[src/rtl/stepper_move_seq_pkg.sv]
// Shared types for the stepper move sequencer: FSM states, count width,
// and a saturating increment used by the step counter.
package stepper_move_seq_pkg;

  localparam int CNT_W = 16;

  typedef logic [CNT_W-1:0] cnt_t;

  typedef enum logic [2:0] {
    IDLE,
    ENABLE,
    SETUP,
    STEP_HI,
    STEP_LO
  } state_t;

  function automatic cnt_t sat_inc(input cnt_t v);
    return (v == '1) ? v : v + cnt_t'(1);
  endfunction

endpackage

[src/rtl/limit_sync.sv]
// Two-flop synchronizer for asynchronous limit sensor inputs; clears on reset.
module limit_sync #(
  parameter int WIDTH = 1
) (
  input  logic             CLK,
  input  logic             RST,
  input  logic [WIDTH-1:0] d,
  output logic [WIDTH-1:0] q
);

  logic [WIDTH-1:0] meta;

  always_ff @(posedge CLK) begin
    if (RST) begin
      meta <= '0;
      q    <= '0;
    end else begin
      meta <= d;
      q    <= meta;
    end
  end

endmodule

[src/rtl/stepper_move_seq.sv]
// Stepper move sequencer: enable lead-in, direction setup, fixed-width STEP
// pulses at a clamped period, limit/abort handling and an idle enable timeout.
module stepper_move_seq
  import stepper_move_seq_pkg::*;
#(
  parameter int PULSE_W   = 50,
  parameter int EN_LEAD   = 100,
  parameter int DIR_SETUP = 10,
  parameter int EN_HOLD   = 1000
) (
  input  logic             CLK,
  input  logic             RST,
  input  logic             CMD_VALID,
  output logic             CMD_READY,
  input  logic             CMD_DIR,
  input  logic [CNT_W-1:0] CMD_STEPS,
  input  logic [CNT_W-1:0] CMD_PERIOD,
  input  logic             LIMIT_FWD,
  input  logic             LIMIT_REV,
  input  logic             ABORT,
  output logic             STEP,
  output logic             DIR,
  output logic             EN,
  output logic             BUSY,
  output logic             DONE,
  output logic             FAULT,
  output logic [CNT_W-1:0] STEPS_DONE
);

  localparam cnt_t PW_M1    = cnt_t'(PULSE_W - 1);
  localparam cnt_t PW_P1    = cnt_t'(PULSE_W + 1);
  localparam cnt_t LEAD_M1  = cnt_t'(EN_LEAD - 1);
  localparam cnt_t SETUP_M1 = cnt_t'(DIR_SETUP - 1);
  localparam cnt_t HOLD_M1  = cnt_t'(EN_HOLD - 1);

  state_t     state;
  cnt_t       cnt, idle_cnt, steps_tgt, period, steps_done;
  logic       step_r, dir_r, en_r, done_r, fault_r, abort_pend;
  logic [1:0] lim_s;
  logic       lim_block, seq_end;
  cnt_t       per_eff, lo_last;

  limit_sync #(.WIDTH(2)) u_limit_sync (
    .CLK (CLK),
    .RST (RST),
    .d   ({LIMIT_FWD, LIMIT_REV}),
    .q   (lim_s)
  );

  // Period is clamped so the low phase is always at least one cycle.
  assign per_eff   = (CMD_PERIOD > PW_P1) ? CMD_PERIOD : PW_P1;
  assign lo_last   = period - PW_P1;
  assign lim_block = dir_r ? lim_s[1] : lim_s[0];
  assign seq_end   = (state == SETUP) ? (cnt == SETUP_M1) : (cnt == lo_last);

  assign CMD_READY  = (state == IDLE);
  assign BUSY       = (state != IDLE);
  assign STEP       = step_r;
  assign DIR        = dir_r;
  assign EN         = en_r;
  assign DONE       = done_r;
  assign FAULT      = fault_r;
  assign STEPS_DONE = steps_done;

  always_ff @(posedge CLK) begin
    if (RST) begin
      state      <= IDLE;
      cnt        <= '0;
      idle_cnt   <= '0;
      steps_tgt  <= '0;
      period     <= '0;
      steps_done <= '0;
      step_r     <= 1'b0;
      dir_r      <= 1'b0;
      en_r       <= 1'b0;
      done_r     <= 1'b0;
      fault_r    <= 1'b0;
      abort_pend <= 1'b0;
    end else begin
      done_r <= 1'b0;
      case (state)
        IDLE: begin
          if (CMD_VALID) begin
            dir_r      <= CMD_DIR;
            steps_tgt  <= CMD_STEPS;
            period     <= per_eff;
            steps_done <= '0;
            fault_r    <= 1'b0;
            idle_cnt   <= '0;
            cnt        <= '0;
            abort_pend <= 1'b0;
            if (CMD_STEPS == '0) begin
              done_r <= 1'b1;
            end else if (en_r) begin
              state <= SETUP;
            end else begin
              state <= ENABLE;
              en_r  <= 1'b1;
            end
          end else if (en_r) begin
            if (idle_cnt == HOLD_M1) begin
              en_r     <= 1'b0;
              idle_cnt <= '0;
            end else begin
              idle_cnt <= idle_cnt + cnt_t'(1);
            end
          end
        end

        ENABLE: begin
          if (ABORT) begin
            state  <= IDLE;
            done_r <= 1'b1;
          end else if (cnt == LEAD_M1) begin
            state <= SETUP;
            cnt   <= '0;
          end else begin
            cnt <= cnt + cnt_t'(1);
          end
        end

        // Both phases end in an attempt to enter STEP_HI; the limit is
        // checked only at that boundary and takes priority over ABORT.
        SETUP, STEP_LO: begin
          if (seq_end && lim_block) begin
            state   <= IDLE;
            fault_r <= 1'b1;
            done_r  <= 1'b1;
          end else if (ABORT) begin
            state  <= IDLE;
            done_r <= 1'b1;
          end else if (seq_end) begin
            state      <= STEP_HI;
            step_r     <= 1'b1;
            cnt        <= '0;
            steps_done <= sat_inc(steps_done);
          end else begin
            cnt <= cnt + cnt_t'(1);
          end
        end

        // ABORT here is deferred until the pulse completes.
        STEP_HI: begin
          if (ABORT) abort_pend <= 1'b1;
          if (cnt == PW_M1) begin
            step_r <= 1'b0;
            cnt    <= '0;
            if (steps_done == steps_tgt || abort_pend || ABORT) begin
              state  <= IDLE;
              done_r <= 1'b1;
            end else begin
              state <= STEP_LO;
            end
          end else begin
            cnt <= cnt + cnt_t'(1);
          end
        end

        default: begin
          state  <= IDLE;
          step_r <= 1'b0;
        end
      endcase
    end
  end

endmodule
[config.mk]
export PLATFORM = sky130hd
export DESIGN_NAME = stepper_move_seq
export DESIGN_NICKNAME = d
export VERILOG_FILES = /design/src/rtl/stepper_move_seq_pkg.sv /design/src/rtl/limit_sync.sv /design/src/rtl/stepper_move_seq.sv
export SDC_FILE = /design/constraint.sdc
export NUM_CORES = 1
export LEC_CHECK = 0
export CORE_ASPECT_RATIO = 2
export CORE_MARGIN = 2
export CORE_UTILIZATION = 56
export CTS_BUF_LIST = sky130_fd_sc_hd__clkbuf_8 sky130_fd_sc_hd__clkbuf_16
export CTS_CLUSTER_DIAMETER = 150
export DETAILED_ROUTE_END_ITERATION = 12
export HOLD_SLACK_MARGIN = 0.08
export MAX_ROUTING_LAYER = met4
export PLACE_DENSITY = 0.89
export SKIP_LAST_GASP = 1
export SLEW_MARGIN = 20
export SYNTH_ARGS = -nofsm -noshare
export SYNTH_HDL_FRONTEND = slang
export SYNTH_SLANG_ARGS = --single-unit
[constraint.sdc]
create_clock -name CLK -period 3.9 [get_ports CLK]
set_input_delay 1.17 -clock CLK [delete_from_list [all_inputs] [get_ports CLK]]
set_output_delay 1.17 -clock CLK [all_outputs]
set_load 0.01 [all_outputs]
# After elaboration in Yosys (flattened, before gate mapping)
# Index checks and enable logic that the tools add are counted.
# Widths: inputs -> output; s select.
[word_totals]
reg_bits = 93
input_bits = 39
out_inout_bits = 23
wordCells = 116
[classes]
n_addsub = 4
n_lt_le_gt_ge = 1
n_eq_ne = 24
n_mux = 51
bitwise_logic = 1
n_reduce_logical = 21
[ops]
columns = ["cell", "n"]
rows = [
  ["$mux 16", 15],
  ["$pmux 16 s4", 1],
  ["$add 16x1->16 const B", 3],
  ["$eq 16x16->1", 2],
  ["$pmux 16 s2", 1],
  ["$mux 3", 9],
  ["$ne 2x2->1 const B", 11],
  ["$mux 1", 19],
  ["$eq 16x10->1 const B", 1],
  ["$eq 16x16->1 const B", 1],
  ["$eq 16x4->1 const B", 1],
  ["$eq 16x6->1 const B", 1],
  ["$eq 16x7->1 const B", 1],
  ["$gt 16x6->1 const B", 1],
  ["$logic_not 16->1", 1],
  ["$sub 16x6->16 const B", 1],
  ["$reduce_and 5->1", 3],
  ["$pmux 3 s4", 1],
  ["$eq 3x2->1 const B", 2],
  ["$reduce_and 2->1", 3],
  ["$reduce_and 3->1", 2],
  ["$reduce_and 6->1", 1],
  ["$reduce_bool 2->1", 3],
  ["$ne 4x4->1 const B", 1],
  ["other kinds (14)", 17],
]

# Depth between registers and ports, before layout
[depth]
word_depth = 7
mapped_depth = 13
mapped_depth_nobuf = 10

# By module
# From an unflattened synthesis, not the netlist that was laid out.
[unflattened]
hier_cells = 657
area_unflattened_um2 = 5306.3
[modules_own_cells]
columns = ["module", "instances", "cells_each", "area_each_um2", "seq_area_each_um2"]
rows = [
  ["stepper_move_seq", 1, 649, 5201.2, 1781.7],
  ["limit_sync", 1, 8, 105.1, 80.1],
]

# Worst setup path after synthesis
# Ideal clock, no wire load.
[synth_path]
kind = "flip-flop to flip-flop"
from = "reg period[6]"
to = "reg cnt[6]"
setup_ns = 0.117
arrival_ns = 3.043
t_required_ns = 3.783
slack_ns = 0.740
stages_incl_launch_ff = 12
n_path_buf = 2
synth_period_minus_slack_ns = 3.160
path_cell_list = "dfxtp_1 or3_1 buf_2 a2111oi_0 mux2i_1 xor2_1 nand4_1 o41ai_2 o21a_1 nor3_4 buf_4 a22o_1"
[synth_via]
elab_chain_len = 7
word_cells_on_any_way = 10
cone_classes = "1 x add/sub; 2 x eq/ne; 5 x mux; 2 x reduce/logical"
[synth_rtl]
columns = ["element", "line", "text"]
rows = [
  ["start, declared", "stepper_move_seq.sv:37", "cnt_t cnt, idle_cnt, steps_tgt, period, steps_done;"],
  ["start signal, assigned", "stepper_move_seq.sv:86", "period <= per_eff;"],
  ["$sub 16x6->16 *", "stepper_move_seq.sv:52", "assign lo_last = period - PW_P1;"],
  ["$eq 16x16->1 *", "stepper_move_seq.sv:54", "assign seq_end = (state == SETUP) ? (cnt == SETUP_M1) : (cnt == lo_last);"],
  ["$mux 1 *", "stepper_move_seq.sv:54", ""],
  ["$mux 16", "stepper_move_seq.sv:132", "end else if (seq_end) begin"],
  ["$mux 16", "stepper_move_seq.sv:129", "end else if (ABORT) begin"],
  ["$mux 16", "stepper_move_seq.sv:125", "if (seq_end && lim_block) begin"],
  ["$pmux 16 s4", "stepper_move_seq.sv:81", "case (state)"],
  ["end signal, assigned", "stepper_move_seq.sv:118", "cnt <= cnt + cnt_t'(1);"],
  ["end signal, assigned", "stepper_move_seq.sv:138", "cnt <= cnt + cnt_t'(1);"],
  ["end signal, assigned", "stepper_move_seq.sv:155", "cnt <= cnt + cnt_t'(1);"],
  ["end, declared", "stepper_move_seq.sv:37", ""],
]
# Every way passes the cells marked *; elsewhere a longest branch is shown, timed or not. The select of a mux whose other input is x is not followed.
# A chain may end at the register's enable or synchronous reset.

# Worst setup path after layout
[layout_path]
from = "reg period[0]"
to = "reg steps_done[13], in the netlist STEPS_DONE[13]"
[layout_via]
elab_chain_len = 6
word_cells_on_any_way = 7
cone_classes = "1 x add/sub; 3 x eq/ne; 1 x mux; 2 x reduce/logical"
[layout_rtl]
columns = ["element", "line", "text"]
rows = [
  ["$sub 16x6->16 *", "stepper_move_seq.sv:52", ""],
  ["$eq 16x16->1 *", "stepper_move_seq.sv:54", ""],
  ["$mux 1 *", "stepper_move_seq.sv:54", ""],
  ["$logic_and 1x1->1", "stepper_move_seq.sv:125", ""],
  ["$ne 2x2->1 (no source line)", "n/a", ""],
  ["$reduce_and 6->1 (no source line) *", "n/a", ""],
  ["end signal, assigned", "stepper_move_seq.sv:136", "steps_done <= sat_inc(steps_done);"],
  ["end, declared", "stepper_move_seq.sv:37", ""],
]
# Every way passes the cells marked *; elsewhere a longest branch is shown, timed or not.

==> metrics.yaml <==
status:
  status: "finished clean"
hold_path:
  hold_depth: 1
  hp-start: "u_limit_sync.meta[1]"
  hold_path_end: "u_limit_sync.q[1]"
  hold_path_class: "reg -> reg"
synthesis:
  synth_seq_area_share: 0.358
  synth-compound-area-share: 0.216
  ys_seq_elements: 93
  synth.area.top_cells: "dfxtp_1 (36%), a21oi_1 (5.3%), nand2_1 (5.1%), xnor2_1 (4.9%), nor2_1 (3.8%)"
  synth_area_leader_cell: "dfxtp_1"
  yosys_warnings: 0
  synth_top_family_by_area: "simple AND/OR/NAND/NOR gates"
  netlist_instances: 642
  synthFlopType: "dfxtp_1"
  syn_nets: 686
  synthXorXnorAreaFrac: 0.0771
  syn_area_um2: 5190
  yosys.cell_types.count: 64
  postSynth.asyncResetShare: 0
  synth_top_area_share: 0.358
  synth_edf_count: 0
  muxShareOfSynthArea: 0.0217
  syn_area_per_cell_um2: 8.09
  synth-adder-area-share: 0.0120
  synth_simple_gate_area_frac: 0.271
drt:
  viasPerCell: 6.47
  wl_per_cell_um: 18.7
  postRouteAntennaNets: 0
  drc: 0
  dr_total_vias: 5165
  drt-pass1-iter-count: 7
  drt_iter0_drc: 376
  drt_wl_total_um: 14900
sta:
  fin_setup_tns_ns: 0
  clock_skew_ns: 0.00880
  finalSetupViolCount: 0
  slew_headroom: 0.321
  period_share: 0.917
  max_freq_ghz: 0.280
  grt_setup_unrepaired: "false"
  hold_viol_final: 0
  worstMarginPinSlew_ns: 1.01
  period_needed_ns: 3.58
  drv_slew: 0
clock_tree:
  clkTransAtPathRegs_ns: 0.07
  cts-root-buf: "clkbuf_16"
  htree_levels: 3
  cts.sinks: 93
  clk_path_buf_depth: 2
  ctsHoldBuffers: 0
  numCtsBuffers: 9
  worstSkewPairLatency_ns: 0.35
  cts_tree: "yes"
pwr:
  swShare: 0.396
  power.leakage_nw: 2.27
  ir_drop_v: 0.000368
  internal_power_mw: 2.08
  p_switching_mw: 1.37
  power_frac_comb: 0.407
  power.density_nw_per_um2: 558
  p_clk_frac: 0.252
  power_frac_seq: 0.341
global_routing:
  grt_first_pass_wirelength_um: 24400
  grtUsageTotal: 0.311
  grt-busiest-layer: "met2"
  gr-usage-met3: 0.0417
  grtUsageMet2: 0.543
  met1_usage: 0.311
  antenna_found_initial: 0
  overflow: 0
  grt_max_degree: 56
  grt_pass1_vias: 5238
floorplan:
  io_pins: 62
  core_area_um2: 9010
  die_y_um: 140
  num_rows: 49
  die_w_um: 72.1
  die_area_um2: 10100
  start_util: 0.576
critical_path:
  reg2regPathDepth: 11
  worstPathCellList: "ha_1 > o311a_1 > or4_1 > a21oi_1 > xnor2_1 > nand4_1 > nor4_4 > buf_4 > a31oi_4 > or4_1 > a21oi_1"
  crit_type: "reg -> reg"
  start_kind: "flop"
  max_stage_delay_ns: 0.54
  end_kind: "flop"
  r2r_start: "period[0]"
  slowest_stage: "or4_1"
  r2r_end: "STEPS_DONE[13]"
  cp_max_fo: 28
  crit_required_ns: 4.16
  cp.arrival_ns: 3.83
  rrSetupSlack_ns: 0.32
job:
  maxCapViolCount: 0
finish:
  mostFrequentLayoutCell: "dfxtp_1"
  stdcell_count: 798
  syn_to_final_growth_pct: 18.9
  mostFrequentLayoutCells: "dfxtp_1 (93), nand2_1 (71), clkdlybuf4s50_1 (60), a21oi_1 (55), nor2_1 (53)"
  drive_above_1_share: 0.0632
  fin_nets: 735
  antenna_cells: 0
placed_design:
  portBuffers: 61
  dp.cells: 781
  hpwlAfterDp_um: 10800
  place_congestion: 0.937
[critical path, delay by kind of cell (launching register included)]
| family | cells | cell delay, ns |
|---|---|---|
| AND/OR/NAND/NOR | 4 | 1.40 |
| AO/OA/AOI/OAI | 4 | 1.06 |
| flip-flops | 1 | 0.38 |
| adder cells (fa/ha/maj) | 1 | 0.29 |
| buffers and inverters | 1 | 0.18 |
| XOR/XNOR | 1 | 0.17 |
[layout make-up]
class / count / area (um^2)
multi-input cells: 495 / 3130
fillers: 696 / 2840
flip-flops and latches: 93 / 1860
repair buffers: 72 / 688
clock buffers: 11 / 253
well taps: 102 / 128
inverters: 20 / 75.1
clock inverters: 5 / 42.5
[layer usage]
metal,up-vias,wire [um]
met2,200,8080
met4,0,711
met3,61,680
met1,2454,5470
met5,-,0
li1,2450,-
[power by group through the flow]
stage	Sequential [mW]	Combinational, mW	Clock [mW]
floorplan	1.15	1.02	0
global placement	1.18	1.32	0
detailed placement	1.19	1.35	0
CTS	1.17	1.36	0.869
global route	1.19	1.52	0.913
finish	1.17	1.40	0.867
[cells by family after synthesis]
family | after synthesis
simple gates | 271
compound gates | 164
flops | 93
buf+inv | 54
xor+xnor | 44
mux | 11
fa+ha+maj | 5
[sequential cells by signal (all words and copies together), names as in the netlist]
name	count
DIR	1
DONE	1
EN	1
FAULT	1
STEP	1
STEPS_DONE	16
abort_pend	1
cnt	16
idle_cnt	16
period	16
state	3
steps_tgt	16
u_limit_sync.meta	2
u_limit_sync.q	2
[through the flow]
stage,power [mW],hold WS [ns],setup WS (ns),cell area (um^2),util
3_3_place_gp,2.50,0.432,0.289,5860,0.650
5_1_grt,3.62,0.469,0.0731,6170,0.685
2_1_floorplan,2.17,0.414,0.740,5190,-
3_5_place_dp,2.54,0.430,0.120,5860,0.650
4_1_cts,3.40,0.445,0.0901,6150,0.682
6_report,3.45,0.440,0.325,6170,0.685
[timing repair]
item,CTS,global route
resized for setup,0,2
buffers inserted,0,1
endpoints found under the setup margin,0,23
[how the worst max path moves through the flow]
stage / from / to / cells past startpoint / slack (ns)
CTS: period[0] / STEPS_DONE[13] / 10 / 0.09
detailed placement: period[0] / STEPS_DONE[13] / 10 / 0.12
global route: period[7] / STEPS_DONE[15] / 10 / 0.07
finish: period[0] / STEPS_DONE[13] / 11 / 0.32
floorplan: period[6] / cnt[6] / 11 / 0.74
global placement: period[0] / STEPS_DONE[9] / 10 / 0.29
[Yosys cell counts (3+ instances only)]
library cell,instances
o31ai_1,26
xnor2_1,29
buf_2,7
ha_1,5
nor3_1,22
mux2i_1,9
a22o_1,21
xor2_1,14
nor2b_1,16
nand2_1,71
and3_1,13
a21oi_1,55
o21ai_0,19
and4_1,4
a211oi_1,3
or3_1,9
nor2_1,53
nand2b_1,3
or4_1,15
nor4_1,14
clkbuf_1,23
dfxtp_1,93
inv_1,20
a31oi_1,8
o211ai_1,4
nand4_1,16
nand3_1,20
a211o_1,3
and2_1,5
Power figures use the tool's default switching activity.
